`config.mk`:
```
export PLATFORM = sky130hd
export DESIGN_NAME = button_events
export DESIGN_NICKNAME = d
export VERILOG_FILES = /design/src/rtl/button_events.sv
export SDC_FILE = /design/constraint.sdc
export NUM_CORES = 1
export LEC_CHECK = 0
export ABC_AREA = 0
export BUFFER_PORTS_ARGS = -buffer_cell sky130_fd_sc_hd__clkbuf_2
export CORE_MARGIN = 10
export CORE_UTILIZATION = 42
export CTS_BUF_LIST = sky130_fd_sc_hd__clkbuf_2
export DETAILED_ROUTE_END_ITERATION = 10
export PLACE_DENSITY = 0.56
export SYNTH_ARGS = -nofsm -noshare
export SYNTH_HDL_FRONTEND = slang
export SYNTH_SLANG_ARGS = --single-unit
```
`constraint.sdc`:
```
create_clock -name clk -period 5.1 [get_ports clk]
set_clock_uncertainty 0.2 [all_clocks]
set_input_delay 0.765 -clock clk [delete_from_list [all_inputs] [get_ports clk]]
set_output_delay 0.765 -clock clk [all_outputs]
set_load 0.02 [all_outputs]
```
`src/rtl/button_events.sv`:
```
// rtl/button_events.sv - button edge detector with event FIFO; BUTTON_EVENTS_RELEASE_EN also queues releases
module button_events #(
    parameter int DEPTH = 8
) (
    input  logic                     clk,
    input  logic                     n_rst,
    input  logic [7:0]               buttons,
    input  logic                     evt_ready,
    input  logic                     clear_ovf,
    output logic                     evt_valid,
    output logic [3:0]               evt_data,
    output logic [$clog2(DEPTH):0]   evt_count,
    output logic                     overflow
);

    localparam int AW = $clog2(DEPTH);
    localparam logic [AW:0] PTR_ONE = {{AW{1'b0}}, 1'b1};

    typedef enum logic {
        IDLE,
        SCAN
    } state_t;

    state_t      state, state_nx;
    logic [7:0]  s1, s2;
    logic [7:0]  prev, prev_nx;
    logic [7:0]  pend, pend_nx;
    logic [7:0]  lvl, lvl_nx;
    logic [7:0]  mask;
    logic [7:0]  diff;
    logic [2:0]  idx;
    logic        push;
    logic [3:0]  push_data;

    logic [AW:0] wr_ptr, rd_ptr;
    logic [3:0]  mem [DEPTH];
    logic        full, empty, pop, wr_en, drop;

`ifdef BUTTON_EVENTS_RELEASE_EN
    assign mask = 8'hFF;
`else
    // Only bits that are now held (low) count, so releases just update prev
    assign mask = ~s2;
`endif

    assign diff = mask & (s2 ^ prev);

    // Two-flop synchroniser for the asynchronous button vector
    always_ff @(posedge clk or negedge n_rst) begin
        if (!n_rst) begin
            s1 <= 8'hFF;
            s2 <= 8'hFF;
        end else begin
            s1 <= buttons;
            s2 <= s1;
        end
    end

    // Scanner state and snapshot registers
    always_ff @(posedge clk or negedge n_rst) begin
        if (!n_rst) begin
            state <= IDLE;
            prev  <= 8'hFF;
            pend  <= 8'h00;
            lvl   <= 8'hFF;
        end else begin
            state <= state_nx;
            prev  <= prev_nx;
            pend  <= pend_nx;
            lvl   <= lvl_nx;
        end
    end

    // Snapshot changes in IDLE, then emit one event per cycle lowest index first
    always_comb begin
        state_nx  = state;
        prev_nx   = prev;
        pend_nx   = pend;
        lvl_nx    = lvl;
        push      = 1'b0;
        push_data = 4'h0;
        idx       = 3'd0;
        for (int i = 7; i >= 0; i--) begin
            if (pend[i]) idx = 3'(i);
        end
        case (state)
            IDLE: begin
                if (s2 != prev) begin
                    prev_nx = s2;
                    if (diff != 8'h00) begin
                        pend_nx  = diff;
                        lvl_nx   = s2;
                        state_nx = SCAN;
                    end
                end
            end
            SCAN: begin
                push      = 1'b1;
                push_data = {~lvl[idx], idx};
                pend_nx   = pend & ~(8'd1 << idx);
                if (pend_nx == 8'h00) state_nx = IDLE;
            end
            default: state_nx = IDLE;
        endcase
    end

    assign empty     = (wr_ptr == rd_ptr);
    assign full      = (wr_ptr[AW] != rd_ptr[AW]) && (wr_ptr[AW-1:0] == rd_ptr[AW-1:0]);
    assign evt_valid = ~empty;
    assign pop       = evt_valid && evt_ready;
    // A pop in the same cycle frees the slot, so a push into a full FIFO still lands
    assign wr_en     = push && (!full || pop);
    assign drop      = push && full && !pop;
    assign evt_data  = mem[rd_ptr[AW-1:0]];
    assign evt_count = wr_ptr - rd_ptr;

    // FIFO pointers and sticky overflow flag (set beats clear)
    always_ff @(posedge clk or negedge n_rst) begin
        if (!n_rst) begin
            wr_ptr   <= '0;
            rd_ptr   <= '0;
            overflow <= 1'b0;
        end else begin
            if (wr_en) wr_ptr <= wr_ptr + PTR_ONE;
            if (pop)   rd_ptr <= rd_ptr + PTR_ONE;
            if (drop)
                overflow <= 1'b1;
            else if (clear_ovf)
                overflow <= 1'b0;
        end
    end

    // FIFO storage; contents are irrelevant while the pointers say empty
    always_ff @(posedge clk) begin
        if (wr_en) mem[wr_ptr[AW-1:0]] <= push_data;
    end

endmodule

```
==> metrics.txt, run 1 <==
Critical Path Fanout Max 12; antenna diode count 0; Avg Inst Size Synth 13.0 µm²; Clock Tree Root clkbuf_2; global-route wire length before repair 11100 µm; class of the worst hold path input pin to asynchronous set/reset pin; pin count of the biggest net entering global routing 51; detailed placement HPWL 4900 µm; r2r setup slk 2.21 ns; Crit-path slowest cell dfrtp_1; Slew Limit Headroom 0.351; Die H 113 µm; Post-synth top flop edfxtp_1; RSZ-0062 raised after global routing false; Clock Path Buffers 2; sw power 1.15 mW; Worst-path clk slew 0.22 ns; Combinational Power Share 0.440; Nets 329; Post-Syn Instances 281; initial antenna violation count 0; YS warnings 0; Largest stage delay, worst path 0.78 ns; IR drop worst, VDD 299 µV; vias in the first global route 2232; final wirelength 6510 µm; post-synthesis sequential area ratio 0.617; vias 2111; Final period util 0.640; vias per cell 5.11; final hold vios 0; row count 33; setup ws final 1.84 ns; Pwr Density 715 mW/mm²; r2r worst-path depth 6; fraction of final layout cells sized beyond drive strength 1 0.299; worst path required time 4.14 ns; Post-synth ARST share 0.610; kind of critical path flop to output port; worst-margin pin slew 0.971 ns; outcome complete, no violations; CTS buffer count 9; IO Count 22; port buffer count 21; reg2reg start rd_ptr[0]; share of power burned in registers 0.446; Final GP Congestion 0.755; area of the core 0.00834 mm²; Mapped Nets 307; Area growth, synth to finish 8.23%; leak pwr 1.66 nW; drt pass-1 iters 4; CTS tree built; DRC violations left 0; Synth cell types 51; H-tree depth 3; largest area contributor in the netlist edfxtp_1; GRT Total Usage 0.107; die width 113 µm; Worst setup SP type flop; highest clock rate 306 MHz; Antenna Nets Post-Route 0; Post-synth EDFFs 32; worst path cell trace ha_1 -> inv_1 -> a21o_1 -> a21oi_1 -> xnor2_1 -> clkbuf_2; Final Max Tran Viols 0; DRT iter0 DRCs 95; crit path capture type output port; Clock Sinks 82; Final Setup Violations 0; main area contributors after synthesis edfxtp_1 26%, dfstp_2 23%, dfrtp_1 12%; CTS resizes 0; Initial Util 0.437; Crit Reg-Reg Endpoint mem[0][1]; Setup Slack @ Placement 2.23 ns; # hold bufs at CTS 0; per-cell routed wire length 15.8 µm; postcts setup bufs 0; grt ovf 0; Pint 1.68 mW; max-cap violations 0; clock share of power 0.114; Mapped Area 0.00365 mm²; crit path DAT 2.30 ns; die area 0.0128 mm²; worst hold slack 0.111 ns; setup TNS 0 ns; synthesis-stage register bit count 82; Yosys top cell area share 0.263; sw frac 0.406; Layout fillers 760; Skew-Pair Late Insertion Delay 0.49 ns; fin crit period 3.26 ns
[through the flow]
stage | power [mW] | util | std cells | cell area (µm²)
floorplan | 2.19 | - | 281 | 3650
global placement | 2.53 | 0.460 | 397 | 3840
detailed placement | 2.55 | 0.460 | 397 | 3840
CTS | 2.88 | 0.473 | 413 | 3950
global route | 3.07 | 0.473 | 413 | 3950
finish | 2.82 | 0.473 | 413 | 3950
[critical path: cells and delay by family, from the launching register on]
kind,cells,cell delay (ns)
xor gates and xnor gates,1,0.14
AOI/OAI and AO/OA,2,0.34
buffers and inverters,2,0.24
DFF,1,0.78
adders and majority gates,1,0.31
[routing by layer]
metal,vias to the layer above,track usage,part of all wire
met5,-,0,0
met4,0,0.0440,0.011
met3,7,0.0306,0.036
met2,35,0.182,0.50
met1,1025,0.125,0.45
li1,1044,-,-
[power groups by stage]
| stage | combinational, mW | clock, mW | sequential (mW) |
|---|---|---|---|
| detailed placement | 1.27 | 0 | 1.28 |
| finish | 1.24 | 0.322 | 1.26 |
| global placement | 1.25 | 0 | 1.28 |
| global route | 1.40 | 0.368 | 1.30 |
| CTS | 1.27 | 0.338 | 1.26 |
| floorplan | 1.04 | 0 | 1.15 |
[area by class of cell]
cell class	instances	area [µm²]	area share
Clock inverter	6	57.6	0.0146
Tap cell	105	131	0.0333
Sequential cell	82	2250	0.571
Timing Repair Buffer	22	113	0.0285
Clock buffer	10	50.0	0.0127
Inverter	24	90.1	0.0228
Multi-Input combinational cell	164	1250	0.318
[state kept, by name, summed over array words and instances (netlist names)]
register and count:
s2 8, prev 8, overflow 1, state 1, mem 32, pend 8, s1 8, lvl 8
wr_ptr 4, rd_ptr 4
[worst max path at each step]
stage	from	endpoint	slack [ns]	cells after the start
5_1_grt	rd_ptr[0]	evt_count[3]	1.57	6
2_1_floorplan	rd_ptr[1]	evt_count[3]	2.49	6
3_5_place_dp	rd_ptr[0]	mem[1][0]	2.23	6
4_1_cts	rd_ptr[0]	evt_count[3]	1.74	6
6_report	rd_ptr[0]	evt_count[3]	1.84	6
3_3_place_gp	rd_ptr[0]	mem[1][0]	2.33	6
[Yosys cell counts, drive strengths merged, types with 3 or more instances]
cell type / instances
nand2: 39
dfstp: 32
edfxtp: 32
inv: 24
dfrtp: 18
o21ai: 16
nor2: 15
ha: 13
mux2: 11
mux4: 8
clkbuf: 7
xnor2: 7
nor3: 5
a21oi: 4
buf: 4
nand2b: 4
nand3: 4
a21o: 3
mux2i: 3
nand4: 3
nor4: 3
[placed cells by master, fill, tap and decap left out, types with 6 or more instances in the layout]
cell,count
edfxtp_1,32
mux4_2,8
o21ai_1,9
ha_1,13
o21ai_0,7
nor2_1,14
dfrtp_1,18
dfstp_2,32
mux2_2,6
nand2_1,39
xnor2_1,7
inv_1,23
clkbuf_2,31
[logic make-up (layout without fill, tap and decap cells)]
group,after synthesis,after routing,synth area share
AOI/OAI and AO/OA,36,36,0.0666
and+or+nand+nor,82,82,0.111
xor gates and xnor gates,9,9,0.0216
muxes,22,22,0.0916
adders and majority gates,15,15,0.0528
DFF,82,82,0.617
buffers and inverters,35,62,0.0388
No activity file was read; power rests on OpenSTA's default activity.
==> run 2, diff against run 1 <==
==> constraint.sdc (replaced) <==
create_clock -name clk -period 3.2 [get_ports clk]
set_clock_uncertainty 0.2 [all_clocks]
set_input_delay 0.48 -clock clk [delete_from_list [all_inputs] [get_ports clk]]
set_output_delay 0.48 -clock clk [all_outputs]
set_load 0.02 [all_outputs]
==> metrics.txt, run 2 (same netlist as run 1, synthesis figures left out) <==
outcome complete, no violations; Slew Limit Headroom 0.357; H-tree depth 3; WP buf/inv 1; Clock Sinks 82; highest clock rate 358 MHz; Area growth, synth to finish 12.7%; max-cap violations 0; worst path cell trace inv_1 -> ha_1 -> nand3_1 -> nor3_1 -> nor2b_1 -> nand2_1 -> nor3_1; placed instance area 0.00387 mm²; global-route wire length before repair 11500 µm; worst-margin pin slew 0.965 ns; Largest stage delay, worst path 0.56 ns; Largest register FFs 32; GRT Total Usage 0.111; Layout fillers 760; post-route cell area 0.00411 mm²; Final period util 0.872; per-cell routed wire length 15.9 µm; drt pass-1 iters 4; vias per cell 5.15; reg2reg start rd_ptr[2]; area of the core 0.00834 mm²; r2r worst-path depth 7; Antenna Nets Post-Route 0; Hold Path End rd_ptr[2]; grt ovf 0; Pwr Density 1140 mW/mm²; Clock Tree Root clkbuf_2; final wirelength 6770 µm; IR drop worst, VDD 513 µV; port buffer count 21; RSZ-0062 raised after global routing false; commonest non-fill, non-tap cells in the layout 39 x nand2_1, 32 x dfstp_2, 32 x edfxtp_1; Crit Reg-Reg Endpoint mem[0][1]; class of the worst hold path input pin to flop; CP dominant cell by count nor3_1; Clock Path Buffers 2; IO Count 22; vias 2198; crit path DAT 2.79 ns; Final GP Congestion 0.769; Final Setup Violations 0; Min-Delay Startpoint evt_ready; most common cell after layout, fill and taps aside nand2_1; pin count of the biggest net entering global routing 40; Skew-Pair Late Insertion Delay 0.53 ns; Nets 343; area of the multi-input gates 0.00125 mm²; die area 0.0128 mm²; DRC violations left 0; crit path capture type flop; Die H 113 µm; setup TNS 0 ns; final hold vios 0; CTS tree built; kind of critical path flop to flop; leak pwr 1.73 nW; detailed placement HPWL 4920 µm; worst hold stages 3; row count 33; die width 113 µm; antenna diode count 0; fraction of final layout cells sized beyond drive strength 1 0.295; DRT iter0 DRCs 87; Crit-path slowest cell nor3_1; r2r setup slk 0.41 ns; cell family with most CP delay simple AND/OR/NAND/NOR gates; sequential cell area 0.00225 mm²; Initial Util 0.437; initial antenna violation count 0; vias in the first global route 2285; CTS resizes 0; Critical Path Fanout Max 7; Worst setup SP type flop; CTS buffer count 9; Worst-path clk slew 0.24 ns; Final Max Tran Viols 0; fin crit period 2.79 ns; worst path required time 3.20 ns
-- run 2: cell count changes in the layout (fill, tap and decap cells not counted), sizes merged --
cell / previous run / this run
clkinvlp: 1 / 0
bufinv: 1 / 2
buf: 1 / 5
dlygate4sd3: 0 / 10
clkinv: 2 / 3
inv: 26 / 25
-- run 2: metrics by stage --
stage	hold WS [ns]	utilization	power [mW]	std cells	worst slack, ns
after floorplan	-0.0156	-	3.49	281	0.637
after global placement	0.146	0.464	4.07	401	0.564
after detailed placement	0.147	0.464	4.10	401	0.468
after CTS	0.0307	0.493	4.75	427	0.379
after global routing	0.0259	0.493	5.05	427	0.193
final	0.0577	0.493	4.67	427	0.410
-- run 2: worst reg2reg max path, stage by stage (launching register included) --
cell and delay (ns):
dfrtp_1 0.51, inv_1 0.14, ha_1 0.35, nand3_1 0.10
nor3_1 0.06, nor2b_1 0.37, nand2_1 0.19, nor3_1 0.56
-- run 2: per-layer routing --
metal | track usage | vias up | routed length [µm]
met2 | 0.184 | 44 | 3330
met1 | 0.133 | 1084 | 3080
met5 | 0 | - | 0
met3 | 0.0370 | 7 | 279
li1 | - | 1063 | -
met4 | 0.0355 | 0 | 74
-- run 2: timing repair --
item,in CTS,in global routing
hold endpoints to repair,27,0
setup endpoints to repair,0,0
buffers inserted,0,0
hold buffers,10,0
-- run 2: area by class of cell --
type / instances / share of cell area
clock buffer: 10 / 0.0122
clock inverter: 6 / 0.0219
inverter: 24 / 0.0219
multi-input combinational: 164 / 0.305
sequential: 82 / 0.548
tap: 105 / 0.0320
timing repair buffer: 36 / 0.0591
-- run 2: how the worst max path moves through the flow --
stage,startpoint,cells past startpoint,slack [ns],end
5_1_grt,rd_ptr[2],7,0.19,mem[0][1]
2_1_floorplan,rd_ptr[1],8,0.64,mem[1][0]
4_1_cts,wr_ptr[1],5,0.38,evt_count[3]
6_report,rd_ptr[2],7,0.41,mem[0][1]
3_5_place_dp,rd_ptr[2],7,0.47,mem[0][1]
3_3_place_gp,rd_ptr[2],7,0.56,mem[0][2]
-- run 2: report_power, final --
part	leakage [nW]	switching, mW	total [mW]	internal (mW)
logic	0.785	1.26	2.13	0.872
clock network	0.0841	0.357	0.622	0.265
registers	0.859	0.253	1.92	1.67
total	1.73	1.87	4.67	2.80
==> run 3, diff against run 2 <==
--- a/config.mk
+++ b/config.mk
@@ -6,7 +6,7 @@
 export NUM_CORES = 1
 export LEC_CHECK = 0
 export ABC_AREA = 0
-export BUFFER_PORTS_ARGS = -buffer_cell sky130_fd_sc_hd__clkbuf_2
+export BUFFER_PORTS_ARGS = -buffer_cell sky130_fd_sc_hd__buf_2
 export CORE_MARGIN = 10
 export CORE_UTILIZATION = 42
 export CTS_BUF_LIST = sky130_fd_sc_hd__clkbuf_2
==> metrics.txt, run 3 (same netlist as run 1, synthesis figures left out) <==
GRT Total Usage 0.108; most common cell after layout, fill and taps aside nand2_1; sw power 1.87 mW; highest clock rate 363 MHz; Antenna Nets Post-Route 0; port buffer count 21; Largest register FFs 32; placed cells 400; DRT iter0 DRCs 101; post-route cell area 0.00409 mm²; Clock Path Buffers 2; final hold vios 0; vias 2160; Clock Sinks 82; non-filler instance count after layout 426; CTS resizes 0; Final Setup Violations 0; Critical Path Fanout Max 7; fraction of final layout cells sized beyond drive strength 1 0.296; Skew-Pair Late Insertion Delay 0.52 ns; CTS buffer count 9; Area growth, synth to finish 12.1%; initial antenna violation count 0; Pwr Density 1120 mW/mm²; Initial Util 0.437; Die H 113 µm; Final GP Congestion 0.770; leak pwr 1.71 nW; Worst-path clk slew 0.24 ns; crit path DAT 2.07 ns; Levels on crit path 5; Slew Limit Headroom 0.523; commonest non-fill, non-tap cells in the layout 39 x nand2_1, 32 x dfstp_2, 32 x edfxtp_1; class of the worst hold path input pin to flop; vias in the first global route 2229; die area 0.0128 mm²; row count 33; kind of critical path flop to output port; crit path capture type output port; Worst setup SP type flop; worst-margin pin slew 0.716 ns; WP buf/inv 1; Nets 342; cell family with most CP delay flip-flops; area of the core 0.00834 mm²; RSZ-0062 raised after global routing false; Combinational Power Share 0.451; drt pass-1 iters 4; Pint 2.73 mW; DRC violations left 0; outcome complete, no violations; share of power burned in registers 0.423; worst path required time 2.52 ns; r2r worst-path depth 7; vias per cell 5.07; global-route wire length before repair 11300 µm; # hold bufs at CTS 10; Clock Tree Root clkbuf_2; Largest stage delay, worst path 0.52 ns; Final period util 0.861; worst hold stages 3; H-tree depth 3; sw frac 0.407; pin count of the biggest net entering global routing 33; fin crit period 2.75 ns; worst path cell trace ha_1 -> a21o_1 -> a21oi_1 -> xnor2_1 -> buf_2; Layout fillers 757; worst hold slack 0.0608 ns; grt ovf 0; clock share of power 0.126; placed instance area 0.00386 mm²; IO Count 22; per-cell routed wire length 15.5 µm; antenna diode count 0; IR drop worst, VDD 429 µV; postcts setup bufs 0; CTS tree built; setup TNS 0 ns; Final Max Tran Viols 0; final wirelength 6600 µm; max-cap violations 0; detailed placement HPWL 4910 µm; Crit-path slowest cell dfrtp_1; die width 113 µm
==> run 3: cell type report <==
class,count,area (µm²),share of cell area
Clock inverter,7,82.6,0.0202
Timing Repair Buffer,35,235,0.0575
Tap cell,105,131,0.0321
Clock buffer,9,45.0,0.0110
Inverter,24,90.1,0.0220
Sequential cell,82,2250,0.551
Multi-Input combinational cell,164,1250,0.307
==> run 3: worst min-delay path, cell delays in order <==
cell	delay, ns
buf_2	0.11
nand3_1	0.10
xnor2_1	0.06
==> run 3: through the flow <==
stage | total power [mW] | utilization | worst slack (ns)
final | 4.60 | 0.490 | 0.446
after global routing | 4.98 | 0.490 | 0.291
after CTS | 4.67 | 0.490 | 0.380
after detailed placement | 4.08 | 0.463 | 0.485
after global placement | 4.06 | 0.463 | 0.557
after floorplan | 3.49 | - | 0.637
==> run 3: layer usage <==
metal / vias to the layer above / GRT usage / part of all wire
met5: - / 0 / 0
met4: 0 / 0.0516 / 0.021
met3: 13 / 0.0259 / 0.035
met2: 40 / 0.171 / 0.48
met1: 1050 / 0.136 / 0.47
li1: 1057 / - / -
==> run 3: power by group through the flow <==
stage | logic, mW | clock network [mW] | registers [mW]
floorplan | 1.65 | 0 | 1.84
global placement | 2.10 | 0 | 1.96
detailed placement | 2.11 | 0 | 1.97
CTS | 2.12 | 0.602 | 1.95
global route | 2.35 | 0.640 | 2.00
finish | 2.08 | 0.580 | 1.94
==> run 3: worst paths after layout <==
path                           start            to  slack [ns]
max in group asynchronous      n_rst       prev[5]        1.68
setup / recovery           wr_ptr[1]  evt_count[3]        0.45
hold / removal             evt_ready     rd_ptr[2]        0.06
min in group asynchronous      n_rst     rd_ptr[1]        0.30
hold reg to reg                s1[5]         s2[5]        0.17
setup reg to reg           rd_ptr[2]     mem[0][3]        0.50
